**src/rtl/riscv_core_pkg.sv**
```systemverilog
// ============================================================
// riscv_core_pkg: shared types and constants for the RV64M execute stage
// Revision 1.0
// ============================================================
`default_nettype none

package riscv_core_pkg;

  localparam int XLEN = 64;

  localparam logic [2:0] DIV  = 3'b100;
  localparam logic [2:0] DIVU = 3'b101;
  localparam logic [2:0] REM  = 3'b110;
  localparam logic [2:0] REMU = 3'b111;

  typedef enum logic [1:0] {
    IDLE = 2'd0,
    CALC = 2'd1,
    FIX  = 2'd2,
    DONE = 2'd3
  } div_state_e;

endpackage

`default_nettype wire

```
**src/rtl/riscv_core_div_unit_if.sv**
```systemverilog
// ============================================================
// riscv_core_div_unit_if: controller <-> divider handshake bundle
// Revision 1.0
// ============================================================
`default_nettype none

interface riscv_core_div_unit_if #(
  parameter int XLEN = 64
);

  logic [XLEN-1:0] i_div_srcA;
  logic [XLEN-1:0] i_div_srcB;
  logic [2:0]      i_div_control;
  logic            i_div_isword;
  logic            i_div_start;
  logic [XLEN-1:0] o_div_result;
  logic            o_div_dn;
  logic            o_div_busy;

  modport master (
    output i_div_srcA, i_div_srcB, i_div_control, i_div_isword, i_div_start,
    input  o_div_result, o_div_dn, o_div_busy
  );

  modport slave (
    input  i_div_srcA, i_div_srcB, i_div_control, i_div_isword, i_div_start,
    output o_div_result, o_div_dn, o_div_busy
  );

endinterface

`default_nettype wire

```
**src/rtl/riscv_core_div_step.sv**
```systemverilog
// ============================================================
// riscv_core_div_step: one combinational restoring-division iteration
// Revision 1.0
// ============================================================
`default_nettype none

module riscv_core_div_step
  import riscv_core_pkg::*;
#(
  parameter int XLEN = riscv_core_pkg::XLEN
) (
  input  logic [XLEN:0]   rem,
  input  logic [XLEN-1:0] quo,
  input  logic [XLEN:0]   abs_b,
  input  logic            dvd_bit,
  output logic [XLEN:0]   rem_next,
  output logic [XLEN-1:0] quo_next
);

  logic [XLEN+1:0] shifted;
  logic [XLEN+1:0] trial;
  logic            fits;
  logic            unused_quo_msb;

  // One extra bit beyond the N+1 remainder keeps the trial sign unambiguous
  assign shifted = {rem, dvd_bit};
  assign trial   = shifted - {1'b0, abs_b};
  assign fits    = ~trial[XLEN+1];

  assign rem_next = fits ? trial[XLEN:0] : shifted[XLEN:0];
  assign quo_next = {quo[XLEN-2:0], fits};

  assign unused_quo_msb = quo[XLEN-1];

endmodule

`default_nettype wire

```
**src/rtl/riscv_core_div_unit.sv**
```systemverilog
// ============================================================
// riscv_core_div_unit: iterative radix-2 restoring divider (DIV/DIVU/REM/REMU + W)
// Revision 1.0
// ============================================================
`default_nettype none

module riscv_core_div_unit
  import riscv_core_pkg::*;
#(
  parameter int XLEN = riscv_core_pkg::XLEN
) (
  input  logic                      i_div_clk,
  input  logic                      i_div_rstn,
  riscv_core_div_unit_if.slave      div_if
);

  localparam int HALF = XLEN / 2;
  localparam int CW   = $clog2(XLEN);

  div_state_e      state;
  div_state_e      state_next;
  logic [CW-1:0]   cnt;
  logic [XLEN-1:0] abs_a;
  logic [XLEN:0]   abs_b;
  logic [XLEN:0]   rem;
  logic [XLEN-1:0] quo;
  logic            neg_q;
  logic            neg_r;
  logic            b_zero;
  logic            word_op;
  logic            rem_op;
  logic [XLEN-1:0] result;

  logic            signed_op;
  logic [XLEN-1:0] a_ext;
  logic [XLEN-1:0] b_ext;
  logic            sign_a;
  logic            sign_b;
  logic [XLEN-1:0] mag_a;
  logic [XLEN-1:0] mag_b;
  logic [XLEN:0]   rem_next;
  logic [XLEN-1:0] quo_next;
  logic [XLEN-1:0] quo_fix;
  logic [XLEN:0]   rem_fix;
  logic [XLEN-1:0] sel_val;
  logic [XLEN-1:0] fix_val;
  logic            unused_bits;

  assign signed_op = ~div_if.i_div_control[0];
  assign a_ext = div_if.i_div_isword
               ? {{HALF{signed_op & div_if.i_div_srcA[HALF-1]}}, div_if.i_div_srcA[HALF-1:0]}
               : div_if.i_div_srcA;
  assign b_ext = div_if.i_div_isword
               ? {{HALF{signed_op & div_if.i_div_srcB[HALF-1]}}, div_if.i_div_srcB[HALF-1:0]}
               : div_if.i_div_srcB;
  assign sign_a = signed_op & a_ext[XLEN-1];
  assign sign_b = signed_op & b_ext[XLEN-1];
  assign mag_a  = sign_a ? -a_ext : a_ext;
  assign mag_b  = sign_b ? -b_ext : b_ext;

  riscv_core_div_step #(.XLEN(XLEN)) u_step (
    .rem      (rem),
    .quo      (quo),
    .abs_b    (abs_b),
    .dvd_bit  (abs_a[XLEN-1]),
    .rem_next (rem_next),
    .quo_next (quo_next)
  );

  // Divide-by-zero keeps the all-ones quotient the iteration naturally produces
  assign quo_fix = (neg_q && !b_zero) ? -quo : quo;
  assign rem_fix = neg_r ? -rem : rem;
  assign sel_val = rem_op ? rem_fix[XLEN-1:0] : quo_fix;
  assign fix_val = word_op ? {{HALF{sel_val[HALF-1]}}, sel_val[HALF-1:0]} : sel_val;

  assign unused_bits = rem_fix[XLEN] ^ div_if.i_div_control[2];

  always_ff @(posedge i_div_clk) begin
    if (!i_div_rstn) begin
      state <= IDLE;
    end else begin
      state <= state_next;
    end
  end

  always_comb begin
    state_next = state;
    case (state)
      IDLE:    if (div_if.i_div_start) state_next = CALC;
      CALC:    if (cnt == '0) state_next = FIX;
      FIX:     state_next = DONE;
      DONE:    state_next = IDLE;
      default: state_next = IDLE;
    endcase
  end

  always_ff @(posedge i_div_clk) begin
    if (!i_div_rstn) begin
      cnt     <= '0;
      abs_a   <= '0;
      abs_b   <= '0;
      rem     <= '0;
      quo     <= '0;
      neg_q   <= 1'b0;
      neg_r   <= 1'b0;
      b_zero  <= 1'b0;
      word_op <= 1'b0;
      rem_op  <= 1'b0;
      result  <= '0;
    end else begin
      case (state)
        IDLE: begin
          if (div_if.i_div_start) begin
            // Word-mode dividend is left-aligned so the MSB-first shift works for both widths
            abs_a   <= div_if.i_div_isword ? (mag_a << HALF) : mag_a;
            abs_b   <= {1'b0, mag_b};
            neg_q   <= sign_a ^ sign_b;
            neg_r   <= sign_a;
            b_zero  <= (b_ext == '0);
            word_op <= div_if.i_div_isword;
            rem_op  <= div_if.i_div_control[1];
            rem     <= '0;
            quo     <= '0;
            cnt     <= div_if.i_div_isword ? CW'(HALF - 1) : CW'(XLEN - 1);
          end
        end
        CALC: begin
          rem   <= rem_next;
          quo   <= quo_next;
          abs_a <= abs_a << 1;
          if (cnt != '0) cnt <= cnt - 1'b1;
        end
        FIX: begin
          result <= fix_val;
        end
        default: ;
      endcase
    end
  end

  assign div_if.o_div_result = result;
  assign div_if.o_div_dn     = (state == DONE);
  assign div_if.o_div_busy   = (state != IDLE);

endmodule

`default_nettype wire

```
**src/flat_wrapper.sv**
```systemverilog
// flat-port wrapper written by rule: the top's interface ports become plain ports
module riscv_core_div_unit_flat import riscv_core_pkg::*;
#(
  parameter int XLEN = riscv_core_pkg::XLEN
)
  (i_div_clk, i_div_rstn, div_if_i_div_srcA, div_if_i_div_srcB, div_if_i_div_control, div_if_i_div_isword, div_if_i_div_start, div_if_o_div_result, div_if_o_div_dn, div_if_o_div_busy);
  riscv_core_div_unit_if #(.XLEN(XLEN)) div_if_i ();
  input  logic i_div_clk;
  input  logic i_div_rstn;
  input wire logic [$bits(div_if_i.i_div_srcA)-1:0] div_if_i_div_srcA;
  input wire logic [$bits(div_if_i.i_div_srcB)-1:0] div_if_i_div_srcB;
  input wire logic [$bits(div_if_i.i_div_control)-1:0] div_if_i_div_control;
  input wire logic [$bits(div_if_i.i_div_isword)-1:0] div_if_i_div_isword;
  input wire logic [$bits(div_if_i.i_div_start)-1:0] div_if_i_div_start;
  output wire logic [$bits(div_if_i.o_div_result)-1:0] div_if_o_div_result;
  output wire logic [$bits(div_if_i.o_div_dn)-1:0] div_if_o_div_dn;
  output wire logic [$bits(div_if_i.o_div_busy)-1:0] div_if_o_div_busy;
  assign div_if_i.i_div_srcA = div_if_i_div_srcA;
  assign div_if_i.i_div_srcB = div_if_i_div_srcB;
  assign div_if_i.i_div_control = div_if_i_div_control;
  assign div_if_i.i_div_isword = div_if_i_div_isword;
  assign div_if_i.i_div_start = div_if_i_div_start;
  assign div_if_o_div_result = div_if_i.o_div_result;
  assign div_if_o_div_dn = div_if_i.o_div_dn;
  assign div_if_o_div_busy = div_if_i.o_div_busy;
  riscv_core_div_unit #(.XLEN(XLEN)) u_core (.i_div_clk(i_div_clk), .i_div_rstn(i_div_rstn), .div_if(div_if_i));
endmodule
```
**config.mk**
```make
export PLATFORM = sky130hd
export DESIGN_NAME = riscv_core_div_unit_flat
export DESIGN_NICKNAME = d
export VERILOG_FILES = /design/src/rtl/riscv_core_pkg.sv /design/src/rtl/riscv_core_div_unit_if.sv /design/src/rtl/riscv_core_div_step.sv /design/src/rtl/riscv_core_div_unit.sv /design/src/flat_wrapper.sv
export SDC_FILE = /design/constraint.sdc
export NUM_CORES = 1
export LEC_CHECK = 0
export CORE_UTILIZATION = 50
export CTS_CLUSTER_DIAMETER = 150
export DETAILED_ROUTE_END_ITERATION = 6
export GPL_ROUTABILITY_DRIVEN = 1
export PLACE_DENSITY = 0.71
export SLEW_MARGIN = 30
export SYNTH_ARGS = -nofsm -noshare
export SYNTH_HDL_FRONTEND = slang
export SYNTH_SLANG_ARGS = --single-unit
```
**constraint.sdc**
```tcl
create_clock -name i_div_clk -period 8.65 [get_ports i_div_clk]
set_input_delay 2.1625 -clock i_div_clk [delete_from_list [all_inputs] [get_ports i_div_clk]]
set_output_delay 2.1625 -clock i_div_clk [all_outputs]
set_load 0.05 [all_outputs]
```
## Word-level counts from Yosys, hierarchy flattened

Index checks and enable logic that the tools add are counted.
W data, S select, Z words.

- Logic and storage cells: 66
- Bits in registers: 334

- Multiplexer cells: 23
- Reductions and logical operators: 12
- Add/sub/neg operators: 6
- Equality and inequality tests: 6
- Bitwise gates (word level): 7

Operators by type and width:

| kind | count |
|---|---|
| $mux W64 | 11 |
| $neg A64 Y64 | 4 |
| $pmux W64 S2 | 2 |
| $mux W65 | 2 |
| $pmux W65 S2 | 1 |
| $sub A66 B64 Y66 | 1 |
| $logic_not A64 Y1 | 1 |
| $mux W6 | 3 |
| $pmux W6 S2 | 1 |
| $pmux W2 S4 | 1 |
| $logic_not A6 Y1 | 1 |
| $reduce_and A2 Y1 | 3 |
| $reduce_bool A6 Y1 | 1 |
| $sub A6 B1 Y6 const B | 1 |
| $and A1 B1 Y1 | 4 |
| $eq A2 B2 Y1 const B | 2 |
| $mux W2 | 2 |
| $ne A2 B1 Y1 const B | 2 |
| $reduce_bool A2 Y1 | 2 |
| $reduce_and A3 Y1 | 1 |
| $eq A2 B1 Y1 const B | 1 |
| $logic_not A2 Y1 | 1 |
| $ne A2 B2 Y1 const B | 1 |
| $not A1 Y1 | 2 |
| other kinds (3) | 3 |

## Depth between registers and ports, before layout

Gate-level depths: netlist (run 1).

- Word-level depth: 8
- Depth in mapped cells: 14

## Modules after synthesis

Synthesis (run 1) repeated with hierarchy kept, for this count alone.

- Cell total of the unflattened synthesis: 3353
- Area, all modules: 25187.9 µm²

By module, submodules not included:

| module | seq. area each (µm²) | area each (µm²) | cells each | times used |
|---|---|---|---|---|
| riscv_core_div_unit | 6686.4 | 19690.1 | 2548 | 1 |
| riscv_core_div_step | 0.0 | 5497.8 | 805 | 1 |

## Worst setup path after synthesis (run 1)

Ideal clock, no wire load.

- Kind: input to register
- From: input port div_if_i_div_srcB[16]
- To: register u_core.abs_b[60]
- Required time: 8580 ps
- Stages on the path: 10
- Arrival time: 4980 ps
- Setup slack: 3600 ps
- Library setup time: 70 ps
- Cells stage by stage: or4_4 -> or3_4 -> nor4_4 -> o21ai_2 -> or3_4 -> or4_4 -> o21ai_0 -> xnor2_1 -> nand2_1 -> a21oi_1

- Word-level cells in the longest chain between the ends: 3

Ends and longest elaborated chain:

| item | line | text |
|---|---|---|
| start: declaration | flat_wrapper.sv:11 | `input wire logic [$bits(div_if_i.i_div_srcB)-1:0] div_if_i_div_srcB;` |
| $mux W64 | riscv_core_div_unit.sv:54 | `? {{HALF{signed_op & div_if.i_div_srcB[HALF-1]}}, div_if.i_div_srcB[HALF-1:0]}` |
| $neg A64 Y64 | riscv_core_div_unit.sv:59 | `assign mag_b = sign_b ? -b_ext : b_ext;` |
| $mux W64 | riscv_core_div_unit.sv:59 |  |
| end signal: assignment | riscv_core_div_unit.sv:116 | `abs_b <= {1'b0, mag_b};` |
| end: declaration | riscv_core_div_unit.sv:24 | `logic [XLEN:0] abs_b;` |

Every way passes these cells.
A chain may end at the register's enable or synchronous reset.

## Final worst setup path (run 1)

- From: input port div_if_i_div_srcB[20]
- To: register u_core.abs_b[59]

Same word-level chain as after synthesis.

==> results of run 1 <==
worst max-delay path by stage:
stage	endpoint	slack, ps	cells after the start
after floorplan	u_core.abs_b[60]$_SDFFE_PN0P_	3600	10
after global placement	u_core.abs_b[59]$_SDFFE_PN0P_	2610	11
after detailed placement	u_core.abs_b[59]$_SDFFE_PN0P_	2510	11
after CTS	u_core.abs_b[59]$_SDFFE_PN0P_	3100	11
after global routing	u_core.abs_b[59]$_SDFFE_PN0P_	2630	11
final	u_core.abs_b[59]$_SDFFE_PN0P_	3060	11
metal layers:
metal,global-route usage,up-vias,part of all wire
met3,0.0436,70,0.077
met2,0.435,931,0.41
met4,0.0608,0,0.014
met1,0.463,10900,0.49
met5,0,-,0
li1,-,11400,-
stage by stage:
| step | hold WS (ps) | cells | utilization |
|---|---|---|---|
| floorplan | 432 | 3122 | - |
| global placement | 439 | 3746 | 0.558 |
| detailed placement | 447 | 3746 | 0.558 |
| CTS | 453 | 3814 | 0.587 |
| global route | 467 | 3815 | 0.588 |
| finish | 455 | 3815 | 0.588 |
logic make-up after synthesis:
logic type      after synthesis  share of synthesized area
simple gates               1028                      0.205
compound gates              998                      0.270
flops                       334                      0.288
buf+inv                     321                     0.0524
xor+xnor                    286                      0.109
mux                          79                     0.0341
fa+ha+maj                    76                     0.0413
sequential cells by signal (all words and copies together) (netlist names):
register	cells
u_core.abs_b	64
u_core.div_if.o_div_result	64
u_core.state	2
u_core.cnt	6
u_core.b_zero	1
u_core.neg_q	1
u_core.rem_op	1
u_core.word_op	1
u_core.neg_r	1
u_core.rem	65
u_core.abs_a	64
u_core.quo	64
layout by cell type (no fill, tap or decap), types with 113 or more instances in the layout:
cell type	Yosys	layout
nor2_1	360	358
clkdlybuf4s50_1	0	197
inv_1	114	113
a21oi_1	268	265
dfxtp_1	334	332
xnor2_1	154	154
xor2_1	130	130
o21ai_0	286	286
nand2_1	305	303
power by group through the flow:
stage                     clock network (mW)  registers [mW]  logic [mW]
after global placement                     0            2.28        7.39
final                                   1.68            2.29        7.64
after floorplan                            0            2.40        5.50
after detailed placement                   0            2.30        7.49
after global routing                    1.77            2.34        8.34
after CTS                               1.71            2.27        7.53
layout make-up:
type                    count  area [um2]
fillers                  4247       18800
multi-input cells        2467       15400
flip-flops and latches    334        6690
repair buffers            232        2260
clock buffers              54        1100
well taps                 600         751
inverters                 114         433
clock inverters            14         191
tightest hold or removal path, delay by kind of cell, from the launching register on:
family	cells	cell delay, ps
AO/OA/AOI/OAI	1	50
AND/OR/NAND/NOR	1	50
flip-flops	1	310
==> summary.md, run 1 <==
| Metric | Value |
|---|---|
| Unrepaired setup endpoints after global routing | `false` |
| FP Rows | `78` |
| Ranking of synthesized cells by area | `dfxtp_1, o21ai_0, nor2_1, xnor2_1, a21oi_1` |
| Syn Inst Count | `3122` |
| TritonCTS clock tree | `built` |
| Worst-margin pin slew | `between 900 and 1000 ps` |
| Cell taking the most area after synthesis | `dfxtp_1` |
| CP endpoint kind | `flip-flop` |
| Slowest Stage Delay on Critical Path | `around 680 ps` |
| Detailed Route WL | `between 70 and 80 mm` |
| DRT Pass-1 Iters | `6` |
| Clk pin slew, worst setup/hold paths | `60 ps` |
| Global Route Usage Sum | `0.300` |
| Synth Flop Type | `dfxtp_1` |
| Switching pwr | `5.83 mW` |
| Final setup vio count | `0` |
| Cell with the most instances after synthesis | `nor2_1` |
| Clock sinks | `roughly 330` |
| Hold Crit Depth | `2` |
| Crit-path leading delay family | `simple AND/OR/NAND/NOR gates` |
| Core Region | `around 0.046 mm2` |
| Worst path cell trace | `clkdlybuf4s50_1, nor4_1, nand3_1, nor4_2, o2111ai_1, nor3_1, o211ai_1, o21ai_1, xor2_1, nand2_1, a21oi_1` |
| Peak supply drop | `about 0.0004 V` |
| PwrDens | `approximately 430 mW/mm2` |
| Number of synthesized flops with an enable pin | `0` |
| Critical R2R Launch | `u_core.rem[0]$_SDFFE_PN0P_` |
| Routability Congestion | `approximately 0.94` |
| Max Slew Vio Count | `0` |
| HPWL after DPL | `53.6 mm` |
| Vias in the first global route | `between 20000 and 25000` |
| Global-route wire length before repair | `116 mm` |
| Placed cell areas | `roughly 0.025 mm2` |
| Initial antenna violation count | `1` |
| Largest net degree at the start of global routing | `roughly 110` |
| Worst Hold Path EP | `u_core.abs_b[30]$_SDFFE_PN0P_` |
| Pwr Total | `11.6 mW` |
| Post-route ant nets | `0` |
| CP startpoint kind | `input port` |
| Io pins | `around 200` |
| Critical path's slowest cell | `nor4_1` |
| Skew-Pair Late Insertion Delay | `570 ps` |
| CP max FO | `7` |
| # hold bufs at CTS | `0` |
| Clk_skew | `between 20 and 30 ps` |
| Hold wc startpoint | `u_core.abs_b[30]$_SDFFE_PN0P_` |
| Hold WC Path Type | `flip-flop to flip-flop` |
| Total congestion overflow | `0` |
| # Post-CTS Setup Buffers | `0` |
| Worst slack, placed | `between 2000 and 3000 ps` |
| Leakage | `10.1 nW` |
| H-tree Lvls | `2` |
| Slew headroom | `0.387` |
| Mapped cell area | `approximately 0.023 mm2` |
| Achievable Freq | `about 180 MHz` |
| Die W | `217 um` |
| Post-CTS Resized | `0` |
| Final Critical Period | `around 5600 ps` |
| Seq/Total Area, Yosys | `0.288` |
| Num CTS Buffers | `39` |
| Critical path class | `input port to flip-flop` |
| DIE AREA | `0.0472 mm2` |
| Top-area cell type share of the netlist area | `0.288` |
| Internal power | `~5.8 mW` |
| CTS max path bufs | `3` |
| Drt drc | `0` |
| Nets | `around 3400` |
| Ant diodes | `0` |
| CTS Root Buffer Type | `clkbuf_16` |
| Crit path launch | `div_if_i_div_srcB[20]` |
| Synthesis-to-layout area growth | `15.6%` |
| Drt first-iter violations | `about 2300` |
| Unique cell type count in the Yosys netlist | `85` |
| WP data required | `9130 ps` |
| Synthesized net count | `between 3000 and 4000` |
| Vias | `about 23000` |
| Reg2reg end | `u_core.rem[53]$_SDFFE_PN0P_` |
| Setup TNS Final | `0 ps` |
| MaxCap Viol Count | `0` |
| R2R depth | `12` |
| Clock share of power | `0.145` |
| R2R setup slack | `about 3700 ps` |
| Share of layout cells above drive strength 1 | `0.0476` |
| Post-synthesis register bit count | `approximately 330` |
| Asr flop ratio synth | `0` |
| Syn avg cell area | `approximately 7.4 um2` |
| Combinational share of power | `0.658` |
| Fin area | `between 0.02 and 0.03 mm2` |
| Die H | `217 um` |
| Via density | `roughly 6.1` |
| CP Buf/Inv Count | `1` |
| Hold Violations, Final | `0` |
| Synth top cells by count | `nor2_1, dfxtp_1, nand2_1, o21ai_0, a21oi_1` |
| Synth Warn # | `0` |
| Port bufs | `a little under 200` |
| Final worst setup slack | `3060 ps` |
| Reg power frac | `0.197` |
| Arr. time, crit path | `6070 ps` |
| Drt wl/cell | `approximately 19 um` |
| Switching part of the total power | `0.503` |
| Period utilization | `0.647` |
| Status | `finished clean` |
| Initial Util | `0.509` |
No activity file was read; power rests on OpenSTA's default activity.
==> inputs of run 2 (changes only) <==
Settings changed: PLACE_DENSITY 0.71 to 0.73.
Clock period 8.65 ns to 5.1 ns, I/O delays scaled along.
==> run 2 against run 1 <==
  * Hold slack worse by 4.2 ps
  * Sequential share of layout area down 0.36 points
  * Clock skew down 8.3 ps
  * Largest power group unchanged
  * Non-clock buffer count up 31
==> summary.md, run 2 (synthesis results as in run 1) <==
| Metric | Value |
|---|---|
| Worst-margin pin slew | `949 ps (was 917 ps)` |
| WP data required | `5510 ps (was 9130 ps)` |
| # hold bufs at CTS | `0 (unchanged)` |
| Period utilization | `0.871` |
| Area of the multi-input gates | `0.0154 mm2 (about the same)` |
| Fin area | `0.0272 mm2 (was 0.0268 mm2)` |
| Detailed Route WL | `74.8 mm (was 72.2 mm)` |
| Crit-path leading delay family | `simple AND/OR/NAND/NOR gates (unchanged)` |
| Critical path's slowest cell | `or4_1 (was nor4_1)` |
| Vias | `23700 (was 23300)` |
| MaxCap Viol Count | `0 (unchanged)` |
| Most common cell on crit path | `or4_1` |
| Clock sinks | `334 (unchanged)` |
| CP Buf/Inv Count | `1 (unchanged)` |
| Hold Violations, Final | `0 (unchanged)` |
| Achievable Freq | `roughly 230 MHz` |
| Internal power | `10.3 mW (was 5.77 mW)` |
| Slowest Stage Delay on Critical Path | `610 ps (was 680 ps)` |
| Slew headroom | `0.366 (was 0.387)` |
| DIE AREA | `0.0472 mm2 (unchanged)` |
| Nets | `3429 (was 3399)` |
| Share of layout cells above drive strength 1 | `0.0576 (was 0.0476)` |
| CP startpoint kind | `input port (unchanged)` |
| Worst path cell trace | `clkdlybuf4s50_1, or4_1, or4_1, nor4b_2, nor4b_4, nand3b_1, o41ai_1, xor2_1, nor2_1, a21oi_1, o21ai_0 (was clkdlybuf4s50_1, nor4_1, nand3_1, nor4_2, o2111ai_1, nor3_1, o211ai_1, o21ai_1, xor2_1, nand2_1, a21oi_1)` |
| H-tree Lvls | `2 (unchanged)` |
| Peak supply drop | `0.000607 V (was 0.000402 V)` |
| Final Critical Period | `~4400 ps` |
| Switching pwr | `10.0 mW (was 5.83 mW)` |
| Arr. time, crit path | `4860 ps (was 6070 ps)` |
| Unrepaired setup endpoints after global routing | `false (unchanged)` |
| CTS Root Buffer Type | `clkbuf_16 (unchanged)` |
| Combinational share of power | `0.661 (was 0.658)` |
| Routability Congestion | `0.935 (was 0.939)` |
| Die W | `217 um (unchanged)` |
| # Post-CTS Setup Buffers | `0 (unchanged)` |
| Most flop-heavy register | `u_core.rem (unchanged)` |
| Placed cell areas | `0.0258 mm2 (was 0.0255 mm2)` |
| Total congestion overflow | `0 (unchanged)` |
| PwrDens | `748 mW/mm2 (was 433 mW/mm2)` |
| DRT Pass-1 Iters | `7 (was 6)` |
| Hold WC Path Type | `flip-flop to flip-flop (unchanged)` |
| Status | `finished clean (unchanged)` |
| Filler cells | `4148 (was 4247)` |
| Global Route Usage Sum | `0.311 (was 0.300)` |
| Vias in the first global route | `22000 (was 21400)` |
| Leakage | `10.4 nW (was 10.1 nW)` |
| Drt first-iter violations | `2518 (was 2313)` |
| Max Slew Vio Count | `0 (unchanged)` |
| Setup TNS Final | `0 ps (unchanged)` |
| Clk pin slew, worst setup/hold paths | `60 ps (about the same)` |
| HPWL after DPL | `55.7 mm (was 53.6 mm)` |
| Storage cell area | `0.00669 mm2 (unchanged)` |
| Port bufs | `199 (unchanged)` |
| CP endpoint kind | `flip-flop (unchanged)` |
| Drt drc | `0 (unchanged)` |
| Skew-Pair Late Insertion Delay | `560 ps (was 570 ps)` |
| Ant diodes | `0 (unchanged)` |
| TritonCTS clock tree | `built (unchanged)` |
| Critical path class | `input port to flip-flop (unchanged)` |
| Most frequent cells in the layout | `nor2_1, dfxtp_1, nand2_1 (unchanged)` |
| FP Rows | `78 (unchanged)` |
| Largest net degree at the start of global routing | `117 (was 105)` |
| Post-CTS Resized | `0 (unchanged)` |
| Initial antenna violation count | `0 (was 1)` |
| Drt wl/cell | `19.5 um (was 18.9 um)` |
| Clock share of power | `0.151 (was 0.145)` |
| Via density | `6.17 (was 6.11)` |
| Io pins | `201 (unchanged)` |
| Clk_skew | `18.1 ps (was 26.4 ps)` |
| Final setup vio count | `0 (unchanged)` |
| CTS max path bufs | `3 (unchanged)` |
| Initial Util | `0.509 (unchanged)` |
| Commonest non-fill, non-tap cell in the layout | `nor2_1 (unchanged)` |
| Synthesis-to-layout area growth | `17.2% (was 15.6%)` |
| Post-route ant nets | `0 (unchanged)` |
| Reg power frac | `0.188 (was 0.197)` |
| Global-route wire length before repair | `119 mm (was 116 mm)` |
| Num CTS Buffers | `38 (was 39)` |
| Switching part of the total power | `0.493 (was 0.503)` |
| CP max FO | `6 (was 7)` |
| Die H | `217 um (unchanged)` |
| Largest register FFs | `65 (unchanged)` |
| Core Region | `0.0456 mm2 (unchanged)` |
==> run 2: cell count changes in the layout (fill, tap and decap cells not counted), moves of 3 or more <==
cell and delta:
buf_12 +6, clkbuf_1 -6, clkbuf_8 +3, bufinv_16 +3, buf_4 +27
==> run 2: worst paths after layout <==
kind,start,endpoint,slack [ps],cells after the start
max,div_if_i_div_srcA[14],u_core.abs_a[51]$_SDFFE_PN0P_,660,11
min,u_core.abs_b[20]$_SDFFE_PN0P_,u_core.abs_b[20]$_SDFFE_PN0P_,450,2
max reg2reg,u_core.rem[39]$_SDFFE_PN0P_,u_core.rem[60]$_SDFFE_PN0P_,670,11
min reg2reg,u_core.abs_b[20]$_SDFFE_PN0P_,u_core.abs_b[20]$_SDFFE_PN0P_,450,2
==> run 2: per-layer routing <==
metal,vias to the layer above,track usage,part of all wire
met2,1008,0.457,0.42
met1,11200,0.474,0.48
met3,99,0.0440,0.084
li1,11400,-,-
met5,-,0,0
met4,0,0.0695,0.018
==> run 2: worst min-delay path, delay by kind of cell, from the launching register on <==
| family | cells | cell delay, ps |
|---|---|---|
| DFF | 1 | 310 |
| AOI/OAI and AO/OA | 1 | 50 |
| and+or+nand+nor | 1 | 50 |
==> run 2: area by class of cell <==
cell class	instances	area share
multi-input combinational	2467	0.565
sequential	334	0.246
timing repair buffer	263	0.0935
clock buffer	52	0.0422
tap	600	0.0276
inverter	114	0.0159
clock inverter	15	0.00958
==> run 2: metrics by stage <==
stage	utilization	cells	power [mW]	hold slack (ps)	setup slack, ps
after global routing	0.596	3845	21.7	467	352
after floorplan	-	3122	13.4	432	938
after CTS	0.596	3845	20.2	452	697
after global placement	0.565	3778	16.8	439	256
final	0.596	3845	20.3	450	658
after detailed placement	0.565	3778	17.1	446	144
==> run 2: power groups by stage <==
stage               sequential [mW]  combinational (mW)  clock [mW]
global route                   3.89                14.6        3.22
floorplan                      4.07                9.33           0
detailed placement             3.85                13.2           0
finish                         3.82                13.4        3.07
CTS                            3.80                13.3        3.11
global placement               3.81                13.0           0
==> inputs of run 3 (changes only) <==
Settings changed: DONT_BUFFER_PORTS set to 1, PLACE_DENSITY 0.73 to 0.68.
==> run 3 against run 2 <==
  * Clock skew grew 4.9 ps
  * Utilization down 5.3 points
  * Total power is 4.9% lower
  * Sequential power grew 12%
  * Via count is 4.4% lower
  * Setup slack improved by 310 ps
  * Die area unchanged
  * Fmax up 7.4%
  * Clock power shrank 8.8%
  * Hold slack better by 1.4 ps
  * Critical endpoint is now u_core.rem[8]$_SDFFE_PN0P_
  * Largest cell class unchanged
  * Largest power group unchanged
==> summary.md, run 3 (synthesis results as in run 1) <==
| Metric | Value |
|---|---|
| Slew headroom | `0.335 (was 0.366)` |
| Worst-margin pin slew | `993 ps (was 949 ps)` |
| Final core utilization | `0.544 (was 0.596)` |
| Slowest Stage Delay on Critical Path | `560 ps (was 610 ps)` |
| Achievable Freq | `242 MHz (was 225 MHz)` |
| Hold WC Path Type | `flip-flop to flip-flop (unchanged)` |
| Post-CTS Resized | `0 (unchanged)` |
| Detailed Route WL | `72.0 mm (was 74.8 mm)` |
| Critical path class | `flip-flop to flip-flop (was input port to flip-flop)` |
| Worst path cell trace | `ha_1, a21o_1, or3_1, a211oi_1, nor2_1, o21ai_0, nand4_1, a221o_1, xor2_4, buf_12, mux2i_1, o21ai_0 (was clkdlybuf4s50_1, or4_1, or4_1, nor4b_2, nor4b_4, nand3b_1, o41ai_1, xor2_1, nor2_1, a21oi_1, o21ai_0)` |
| Status | `finished clean (unchanged)` |
| CP endpoint kind | `flip-flop (unchanged)` |
| Setup TNS Final | `0 ps (unchanged)` |
| Worst slack, placed | `504 ps (was 144 ps)` |
| Hold Violations, Final | `0 (unchanged)` |
| Vias in the first global route | `20500 (was 22000)` |
| Num CTS Buffers | `37 (was 38)` |
| CTS max path bufs | `3 (unchanged)` |
| DRT Pass-1 Iters | `6 (was 7)` |
| Hold wc startpoint | `u_core.abs_b[60]$_SDFFE_PN0P_ (was u_core.abs_b[20]$_SDFFE_PN0P_)` |
| Worst Hold Path EP | `u_core.abs_b[60]$_SDFFE_PN0P_ (was u_core.abs_b[20]$_SDFFE_PN0P_)` |
| # hold bufs at CTS | `0 (unchanged)` |
| Core Region | `0.0456 mm2 (unchanged)` |
| Crit-path leading delay family | `compound AO/OA/AOI/OAI gates (was simple AND/OR/NAND/NOR gates)` |
| Vias | `22700 (was 23700)` |
| Critical path's slowest cell | `a221o_1 (was or4_1)` |
| Arr. time, crit path | `4560 ps (was 4860 ps)` |
| Global-route wire length before repair | `114 mm (was 119 mm)` |
| Synthesis-to-layout area growth | `6.90% (was 17.2%)` |
| Clock sinks | `334 (unchanged)` |
| Clk_skew | `22.9 ps (was 18.1 ps)` |
| Unrepaired setup endpoints after global routing | `false (unchanged)` |
| Die W | `217 um (unchanged)` |
| Nets | `3200 (was 3429)` |
| Period utilization | `0.811 (was 0.871)` |
| CP max FO | `44 (was 6)` |
| R2R depth | `12 (was 11)` |
| CP Buf/Inv Count | `1 (unchanged)` |
| Skew-Pair Late Insertion Delay | `560 ps (about the same)` |
| Most frequent cells in the layout | `nor2_1, dfxtp_1, nand2_1 (unchanged)` |
| DIE AREA | `0.0472 mm2 (unchanged)` |
| WP data required | `5520 ps (was 5510 ps)` |
| Initial antenna violation count | `0 (unchanged)` |
| Most common cell on crit path | `o21ai_0 (was or4_1)` |
| Reg2reg end | `u_core.rem[8]$_SDFFE_PN0P_ (was u_core.rem[60]$_SDFFE_PN0P_)` |
| Max Slew Vio Count | `0 (unchanged)` |
| CTS Root Buffer Type | `clkbuf_16 (unchanged)` |
| Share of layout cells above drive strength 1 | `0.0507 (was 0.0576)` |
| Post-placement cell count | `3550 (was 3778)` |
| Clk pin slew, worst setup/hold paths | `60 ps (about the same)` |
| Largest register FFs | `65 (unchanged)` |
| Global Route Usage Sum | `0.296 (was 0.311)` |
| Pwr Total | `19.3 mW (was 20.3 mW)` |
| Final cell count without fillers | `3617 (was 3845)` |
| Filler cells | `4379 (was 4148)` |
| R2R setup slack | `960 ps (was 670 ps)` |
| Fin area | `0.0248 mm2 (was 0.0272 mm2)` |
| Total congestion overflow | `0 (unchanged)` |
| Final Critical Period | `4140 ps (was 4440 ps)` |
| Fin Hold WS | `452 ps (was 450 ps)` |
| Initial Util | `0.509 (unchanged)` |
| # Post-CTS Setup Buffers | `0 (unchanged)` |
| Hold Crit Depth | `2 (unchanged)` |
| Via density | `6.27 (was 6.17)` |
| PwrDens | `780 mW/mm2 (was 748 mW/mm2)` |
| Post-route ant nets | `0 (unchanged)` |
| Placed cell areas | `0.0235 mm2 (was 0.0258 mm2)` |
| Leakage | `9.38 nW (was 10.4 nW)` |
| Drt drc | `0 (unchanged)` |
| Commonest non-fill, non-tap cell in the layout | `nor2_1 (unchanged)` |
| Peak supply drop | `0.000923 V (was 0.000607 V)` |
| Ant diodes | `0 (unchanged)` |
| Die H | `217 um (unchanged)` |
| Most flop-heavy register | `u_core.rem (unchanged)` |
| Largest net degree at the start of global routing | `111 (was 117)` |
| Drt first-iter violations | `2257 (was 2518)` |
| Critical R2R Launch | `u_core.rem[39]$_SDFFE_PN0P_ (unchanged)` |
| Port bufs | `0 (was 199)` |
| Drt wl/cell | `19.9 um (was 19.5 um)` |
| CP startpoint kind | `flip-flop (was input port)` |
| H-tree Lvls | `2 (unchanged)` |
| HPWL after DPL | `53.6 mm (was 55.7 mm)` |
| Io pins | `201 (unchanged)` |
| TritonCTS clock tree | `built (unchanged)` |
| FP Rows | `78 (unchanged)` |
| Final worst setup slack | `964 ps (was 658 ps)` |
| Final setup vio count | `0 (unchanged)` |
| Routability Congestion | `0.959 (was 0.935)` |
| MaxCap Viol Count | `0 (unchanged)` |
-- run 3: cell count changes in the layout (fill, tap and decap cells not counted), moves of 2 or more --
| cell | change |
|---|---|
| clkbuf_1 | +5 |
| bufinv_16 | -4 |
| clkdlybuf4s50_1 | -197 |
| buf_2 | -2 |
| buf_4 | -24 |
| clkbuf_16 | -2 |
| buf_12 | -4 |
-- run 3: layout make-up --
cell class                      count  area, um2  share of cell area
Multi-Input combinational cell   2467      15400               0.620
Sequential cell                   334       6690               0.270
Clock buffer                       55       1120              0.0450
Tap cell                          600        751              0.0303
Inverter                          114        433              0.0175
Timing Repair Buffer               35        288              0.0116
Clock inverter                     12        144             0.00581
-- run 3: worst register-to-register path: cells and delay by family, from the launching register on --
family | cells | cell delay [ps]
compound gates | 5 | 1500
simple gates | 3 | 830
flops | 1 | 470
fa+ha+maj | 1 | 370
buf+inv | 1 | 310
mux | 1 | 300
xor+xnor | 1 | 230
-- run 3: where the power goes --
group	internal (mW)	switching [mW]
registers	3.24	1.05
clock network	1.67	1.13
logic	4.63	7.60
total	9.55	9.78
-- run 3: worst max path at each step --
stage,from,endpoint,slack (ps),cells after the start
2_1_floorplan,div_if_i_div_srcB[16],u_core.abs_b[60]$_SDFFE_PN0P_,940,10
3_3_place_gp,div_if_i_div_srcA[14],u_core.abs_a[51]$_SDFFE_PN0P_,540,10
3_5_place_dp,div_if_i_div_srcB[16],u_core.abs_b[59]$_SDFFE_PN0P_,500,10
4_1_cts,u_core.rem[39]$_SDFFE_PN0P_,u_core.rem[46]$_SDFFE_PN0P_,960,12
5_1_grt,u_core.rem[39]$_SDFFE_PN0P_,u_core.rem[27]$_SDFFE_PN0P_,740,12
6_report,u_core.rem[39]$_SDFFE_PN0P_,u_core.rem[8]$_SDFFE_PN0P_,960,12
-- run 3: routing by layer --
metal,wire length (um),vias to the layer above,global-route usage
li1,-,11000,-
met1,34700,10700,0.449
met2,29900,933,0.430
met3,5770,92,0.0472
met4,1600,0,0.0728
met5,0,-,0
